<file path="config.mk">
export PLATFORM = sky130hd
export DESIGN_NAME = muldiv_seq
export DESIGN_NICKNAME = d
export VERILOG_FILES = /design/src/rtl/muldiv_seq.sv
export SDC_FILE = /design/constraint.sdc
export NUM_CORES = 1
export LEC_CHECK = 0
export CORE_ASPECT_RATIO = 0.9
export CORE_MARGIN = 5
export CORE_UTILIZATION = 45
export CTS_CLUSTER_DIAMETER = 50
export DETAILED_ROUTE_END_ITERATION = 12
export GPL_TIMING_DRIVEN = 0
export SLEW_MARGIN = 20
export SYNTH_ARGS = -nofsm -noshare
export SYNTH_HDL_FRONTEND = slang
export SYNTH_SLANG_ARGS = --single-unit
</file>
<file path="constraint.sdc">
create_clock -name clk -period 9.2 [get_ports clk]
set_input_delay 1.38 -clock clk [delete_from_list [all_inputs] [get_ports clk]]
set_output_delay 1.38 -clock clk [all_outputs]
set_load 0.01 [all_outputs]
</file>
<file path="src/rtl/muldiv_seq.sv">
// muldiv_seq: multi-cycle RV32M multiply/divide sequencer; define MULDIV_FAST_MUL_EN for single-cycle multiplies
module muldiv_seq #(
   parameter int XLEN = 32
) (
   input  logic            clk,
   input  logic            rst,
   input  logic            I_valid,
   input  logic [2:0]      I_op,
   input  logic [XLEN-1:0] I_src1,
   input  logic [XLEN-1:0] I_src2,
   input  logic            I_flush,
   input  logic            I_ack,
   output logic            O_ready,
   output logic            O_busy,
   output logic            O_valid,
   output logic [XLEN-1:0] O_result
);
   typedef enum logic [1:0] {IDLE, CALC, DONE} state_t;
   localparam int CW = $clog2(XLEN);
   state_t              r_state;
   logic [CW-1:0]       r_cnt;
   logic [2:0]          r_op;
   logic                r_neg;
   logic [XLEN-1:0]     r_b;
   logic [2*XLEN-1:0]   r_acc;
   logic [XLEN-1:0]     r_result;
   logic                w_s1, w_s2, w_n1, w_n2, w_div0, w_ovf, w_special, w_ge;
   logic [XLEN-1:0]     w_a1, w_a2, w_divs, w_spec_res, w_diff, w_dv, w_final;
   logic [XLEN:0]       w_sum, w_shift;
   logic [2*XLEN-1:0]   w_mstep, w_dstep, w_nacc, w_fix;
`ifdef MULDIV_FAST_MUL_EN
   logic [2*XLEN-1:0]   w_prod;
`endif
   // operand decode: signedness, magnitudes and the no-iteration divide cases
   always_comb begin
      w_s1 = ~(I_op[0] & (I_op[1] | I_op[2]));
      w_s2 = w_s1 & (I_op != 3'd2);
      w_n1 = w_s1 & I_src1[XLEN-1];
      w_n2 = w_s2 & I_src2[XLEN-1];
      w_a1 = w_n1 ? -I_src1 : I_src1;
      w_a2 = w_n2 ? -I_src2 : I_src2;
      w_div0 = I_op[2] & (I_src2 == '0);
      w_ovf = I_op[2] & ~I_op[0] & (I_src1 == {1'b1, {(XLEN-1){1'b0}}}) & (&I_src2);
      w_divs = w_div0 ? (I_op[1] ? I_src1 : '1) : (I_op[1] ? '0 : I_src1);
`ifdef MULDIV_FAST_MUL_EN
      w_prod = $signed({{XLEN{w_n1}}, I_src1}) * $signed({{XLEN{w_n2}}, I_src2});
      w_special = w_div0 | w_ovf | ~I_op[2];
      w_spec_res = I_op[2] ? w_divs : ((I_op == 3'd0) ? w_prod[XLEN-1:0] : w_prod[2*XLEN-1:XLEN]);
`else
      w_special = w_div0 | w_ovf;
      w_spec_res = w_divs;
`endif
   end
   // one shift-add / restoring-divide step, and the sign-fixed result of the final step
   always_comb begin
      w_sum = {1'b0, r_acc[2*XLEN-1:XLEN]} + (r_acc[0] ? {1'b0, r_b} : '0);
      w_mstep = {w_sum, r_acc[XLEN-1:1]};
      w_shift = r_acc[2*XLEN-1:XLEN-1];
      w_ge = w_shift >= {1'b0, r_b};
      w_diff = w_shift[XLEN-1:0] - r_b;
      w_dstep = {w_ge ? w_diff : w_shift[XLEN-1:0], r_acc[XLEN-2:0], w_ge};
      w_nacc = r_op[2] ? w_dstep : w_mstep;
      w_fix = r_neg ? -w_nacc : w_nacc;
      w_dv = r_op[1] ? w_nacc[2*XLEN-1:XLEN] : w_nacc[XLEN-1:0];
      w_final = r_op[2] ? (r_neg ? -w_dv : w_dv) : ((r_op == 3'd0) ? w_fix[XLEN-1:0] : w_fix[2*XLEN-1:XLEN]);
   end
   // sequencer: accept, iterate XLEN steps, hold result until acknowledged; flush aborts anywhere
   always_ff @(posedge clk or negedge rst) begin
      if (!rst) begin
         r_state <= IDLE;
         r_cnt <= '0;
         r_op <= '0;
         r_neg <= 1'b0;
         r_b <= '0;
         r_acc <= '0;
         r_result <= '0;
      end else if (I_flush) begin
         r_state <= IDLE;
      end else if (r_state == IDLE && I_valid) begin
         r_op <= I_op;
         r_neg <= (I_op[2] & I_op[1]) ? w_n1 : w_n1 ^ w_n2;
         r_b <= I_op[2] ? w_a2 : w_a1;
         r_acc <= {{XLEN{1'b0}}, I_op[2] ? w_a1 : w_a2};
         r_cnt <= '0;
         r_state <= w_special ? DONE : CALC;
         if (w_special) r_result <= w_spec_res;
      end else if (r_state == CALC) begin
         r_acc <= w_nacc;
         r_cnt <= r_cnt + 1'b1;
         if (r_cnt == CW'(XLEN-1)) begin
            r_result <= w_final;
            r_state <= DONE;
         end
      end else if (r_state == DONE && I_ack) begin
         r_state <= IDLE;
      end
   end
   assign O_ready = r_state == IDLE;
   assign O_valid = r_state == DONE;
   assign O_busy = (r_state == CALC) | ((r_state == DONE) & ~I_ack);
   assign O_result = r_result;
endmodule

</file>
==> out/qor.txt <==
PLACE
--------------------------------------------------------------------------------
Routability congestion estimate from global placement                      1.091
Number of cells after detailed placement                                    3019
Port Buffers                                                                 105
Final HPWL from detailed placement                                      75550 um

STA
--------------------------------------------------------------------------------
Final critical delay including setup and external delays                9.142 ns
Final hold vios                                                                0
RSZ-0062 raised after global routing                                          no
Worst Max-Slew Pin Slew                                                 1.097 ns
Final cycle utilization of the critical path                              99.37%
Slew Limit Headroom                                                       26.09%
Clock Skews                                                           0.01355 ns
Total negative slack                                                        0 ns
Final setup violation count                                                    0
Final max-slew violation count                                                 0
Achievable Freq                                                        109.4 MHz

MIN PATH
--------------------------------------------------------------------------------
Worst min-delay path class                                            reg -> reg
End point of the worst hold path                                     O_result[2]
Worst min-delay path startpoint                                      O_result[2]
Hold Crit Depth                                                                2

LOGIC SYNTHESIS
--------------------------------------------------------------------------------
Yosys warning count                                                            0
Sequential element share of the synthesized area                          20.36%
Cell area after synthesis                                           0.01708 sq mm
Area share of the leading cell type in the synthesized netlist            20.36%
Async SR Flop Fraction                                                    100.0%
Cell types with the largest area share after synthesis              dfrtp_1 (20%), a21oi_1 (7.4%), o21ai_0 (7.1%)
Cell count after synthesis                                                  2428
Post-Syn Area per Cell                                               7.035 sq um
Count of cell types in the netlist                                           104
Synth Flop Type                                                          dfrtp_1
Net Count, Synth                                                            2573
EDFF count, synth                                                              0
Number of synthesized register bits                                          139
Top cell type by total area after synthesis                              dfrtp_1

LAYOUT
--------------------------------------------------------------------------------
Most common library cell in the layout ignoring fill and taps            nand2_1
Fraction of the core area covered by cells at the end of the flow         51.96%
Final std cells w/o fill                                                    3053
Post-layout net count                                                       2701
Area grow syn2layout                                                      13.75%
Fraction of final layout cells sized beyond drive strength 1              5.800%
Commonest non-fill, non-tap cells in the layout                     nand2_1 (292), a21oi_1 (253), o21ai_0 (241)

CLOCKING
--------------------------------------------------------------------------------
Worst skew pair latency                                                  0.47 ns
Number of buffers inserted during clock tree synthesis                        17
Clk slew on worst S/H paths                                              0.08 ns
Number of setup buffers added after CTS                                        0
H-tree levels                                                                  4
CTS tree                                                                    done
TritonCTS sink count                                                         139
Max Buffers Root-to-Sink                                                       2
CTS root buf                                                           clkbuf_16

SETUP PATH
--------------------------------------------------------------------------------
Type of element launching the critical path                            flip-flop
Beginning of the worst register-to-register path                         r_op[2]
Required time worst endpoint                                             9.58 ns
Flop2flop setup slack                                                    0.06 ns
Highest net fanout along the worst path                                       10
Capture instance of the worst register-to-register path              O_result[6]
Kind of critical path                                                 reg -> reg
Worst-case reg-to-reg path depth                                              23
Kind of capture point of the worst setup path                          flip-flop
Data arrival time of the critical path                                   9.53 ns

GRT
--------------------------------------------------------------------------------
Global-route total usage across every layer                               42.33%
Wire length of the first global-routing pass                           133100 um
Total grt overflow                                                             0
Initial antenna violation count                                                4
Maximum number of pins on one net before global-route repair                  96
Vias in the first global route                                             19483

FLOORPLANNING
--------------------------------------------------------------------------------
Area enclosed by the die boundary                                   0.04196 sq mm
Core Area                                                           0.03739 sq mm
Die Y-Extent                                                            194.8 um
Die width                                                               215.4 um
Std cell rows                                                                 67
Initial Util                                                              45.68%
Number of top-level pins                                                     107

ROUTING
--------------------------------------------------------------------------------
Via count                                                                  21319
WL per Instance                                                         30.57 um
Remaining design rule violation count                                          0
Met2 routed WL                                                          37670 um
Number of DRC violations after detailed-routing iteration 0                 3507
Final routed wirelength across all metal layers                         93340 um
WL met3                                                                 13240 um
Count of TritonRoute iterations in the first routing pass                      6
Wire length on met1                                                     37450 um
Residual antenna-violating net count after detailed routing                    0
Uppermost layer routed                                                      met5
Detail-routed via count per cell                                           6.983

POWER
--------------------------------------------------------------------------------
Static leakage power                                                    7.510 nW
Areal power density over the cells                                  361.0 mW/mm^2
Worst ir drop on vdd                                                   0.2068 mV
Total power after layout                                                7.013 mW

RUN STATUS
--------------------------------------------------------------------------------
Outcome                                                             finished clean

JOB
--------------------------------------------------------------------------------
Max-cap violations                                                             0

==> metal layers <==
| metal | GRT usage (%) | up-vias |
|---|---|---|
| met3 | 13.80 | 283 |
| met4 | 19.36 | 6 |
| li1 | - | 9181 |
| met5 | 0 | - |
| met1 | 58.83 | 10233 |
| met2 | 59.43 | 1616 |
==> worst max-delay path, stage by stage, from the launching register on <==
cell and delay, ns:
dfrtp_1 0.32, buf_2 0.26, buf_2 0.29, buf_2 0.31, buf_2 0.35, buf_2 0.35
buf_1 0.65, buf_2 0.39, buf_1 0.78, buf_2 0.51, buf_2 0.47, o21ai_0 0.37
inv_1 0.14, ha_1 0.31, and4_1 0.37, nand2_1 0.19, nor3b_1 0.49, or3b_2 0.55
or4_1 0.46, o21ai_0 0.25, a31oi_1 0.14, a2111oi_1 0.78, a211oi_1 0.10, o21ai_0 0.19
==> what timing repair did <==
action	in CTS	in global routing
resized for setup	0	1
hold buffers	0	0
endpoints found under the setup margin	0	1
==> report_power, final <==
part	leakage (nW)	switching (mW)	internal, mW
sequential	1.72	0.301	0.815
combinational	5.49	3.56	1.60
clock	0.299	0.374	0.370
==> Yosys cell counts, drive strengths merged (9+ instances only) <==
library cell,count
a211oi,25
or2,18
o211ai,46
nor3b,9
clkbuf,130
a21oi,255
buf,37
a221oi,11
o41ai,13
inv,77
nand2,293
xor2,59
xnor2,99
nand4,40
ha,71
and2,52
o21a,13
a311oi,9
a21o,17
o22ai,18
nand2b,18
nor3,91
mux2i,34
dfrtp,139
a31o,14
and3,14
nor2b,17
o21ai,246
nor2,216
mux2,20
or3,24
nor4,27
a31oi,39
or4,10
nand3,65
o31ai,26
o221ai,11
==> metrics by stage <==
stage / hold slack (ns) / area [sq um] / worst slack [ns]
floorplan: 0.4605 / 17080 / 3.877
global placement: 0.4655 / 18740 / 0.4762
detailed placement: 0.4731 / 18800 / 0.5539
CTS: 0.4897 / 19420 / 0.5043
global route: 0.5176 / 19430 / 0.1170
finish: 0.4951 / 19430 / 0.05772
==> final cells by class <==
type                       count  area [sq um]
sequential                   139          3478
clock buffer                  17         425.4
buffer                       167         688.2
tap                          483         604.3
fill                        3786         17960
timing repair buffer         109          1104
multi-input combinational   2045         12640
antenna                        1         2.502
inverter                      77         289.0
clock inverter                15         193.9
==> flip-flops by register name, indices dropped and copies added (netlist names) <==
register and count:
r_b 32, r_state 2, O_result 32, r_op 3
r_neg 1, r_cnt 5, r_acc 64
==> worst max path at each step <==
| stage | startpoint | end | depth (start not counted) |
|---|---|---|---|
| 3_3_place_gp | r_op[2] | O_result[6] | 23 |
| 6_report | r_op[2] | O_result[6] | 23 |
| 4_1_cts | r_op[2] | O_result[6] | 23 |
| 3_5_place_dp | r_op[2] | O_result[6] | 23 |
| 5_1_grt | r_op[2] | O_result[6] | 23 |
| 2_1_floorplan | r_op[2] | O_result[6] | 23 |
==> cell families after synthesis <==
kind of cell	Yosys count	share of synthesized area, %
buffers and inverters	244	5.721
AOI/OAI and AO/OA	841	31.18
DFF	139	20.36
xor gates and xnor gates	158	8.102
adders and majority gates	73	5.435
and+or+nand+nor	919	25.88
muxes	54	3.311
Note: power is estimated with default switching activity, not from simulation.
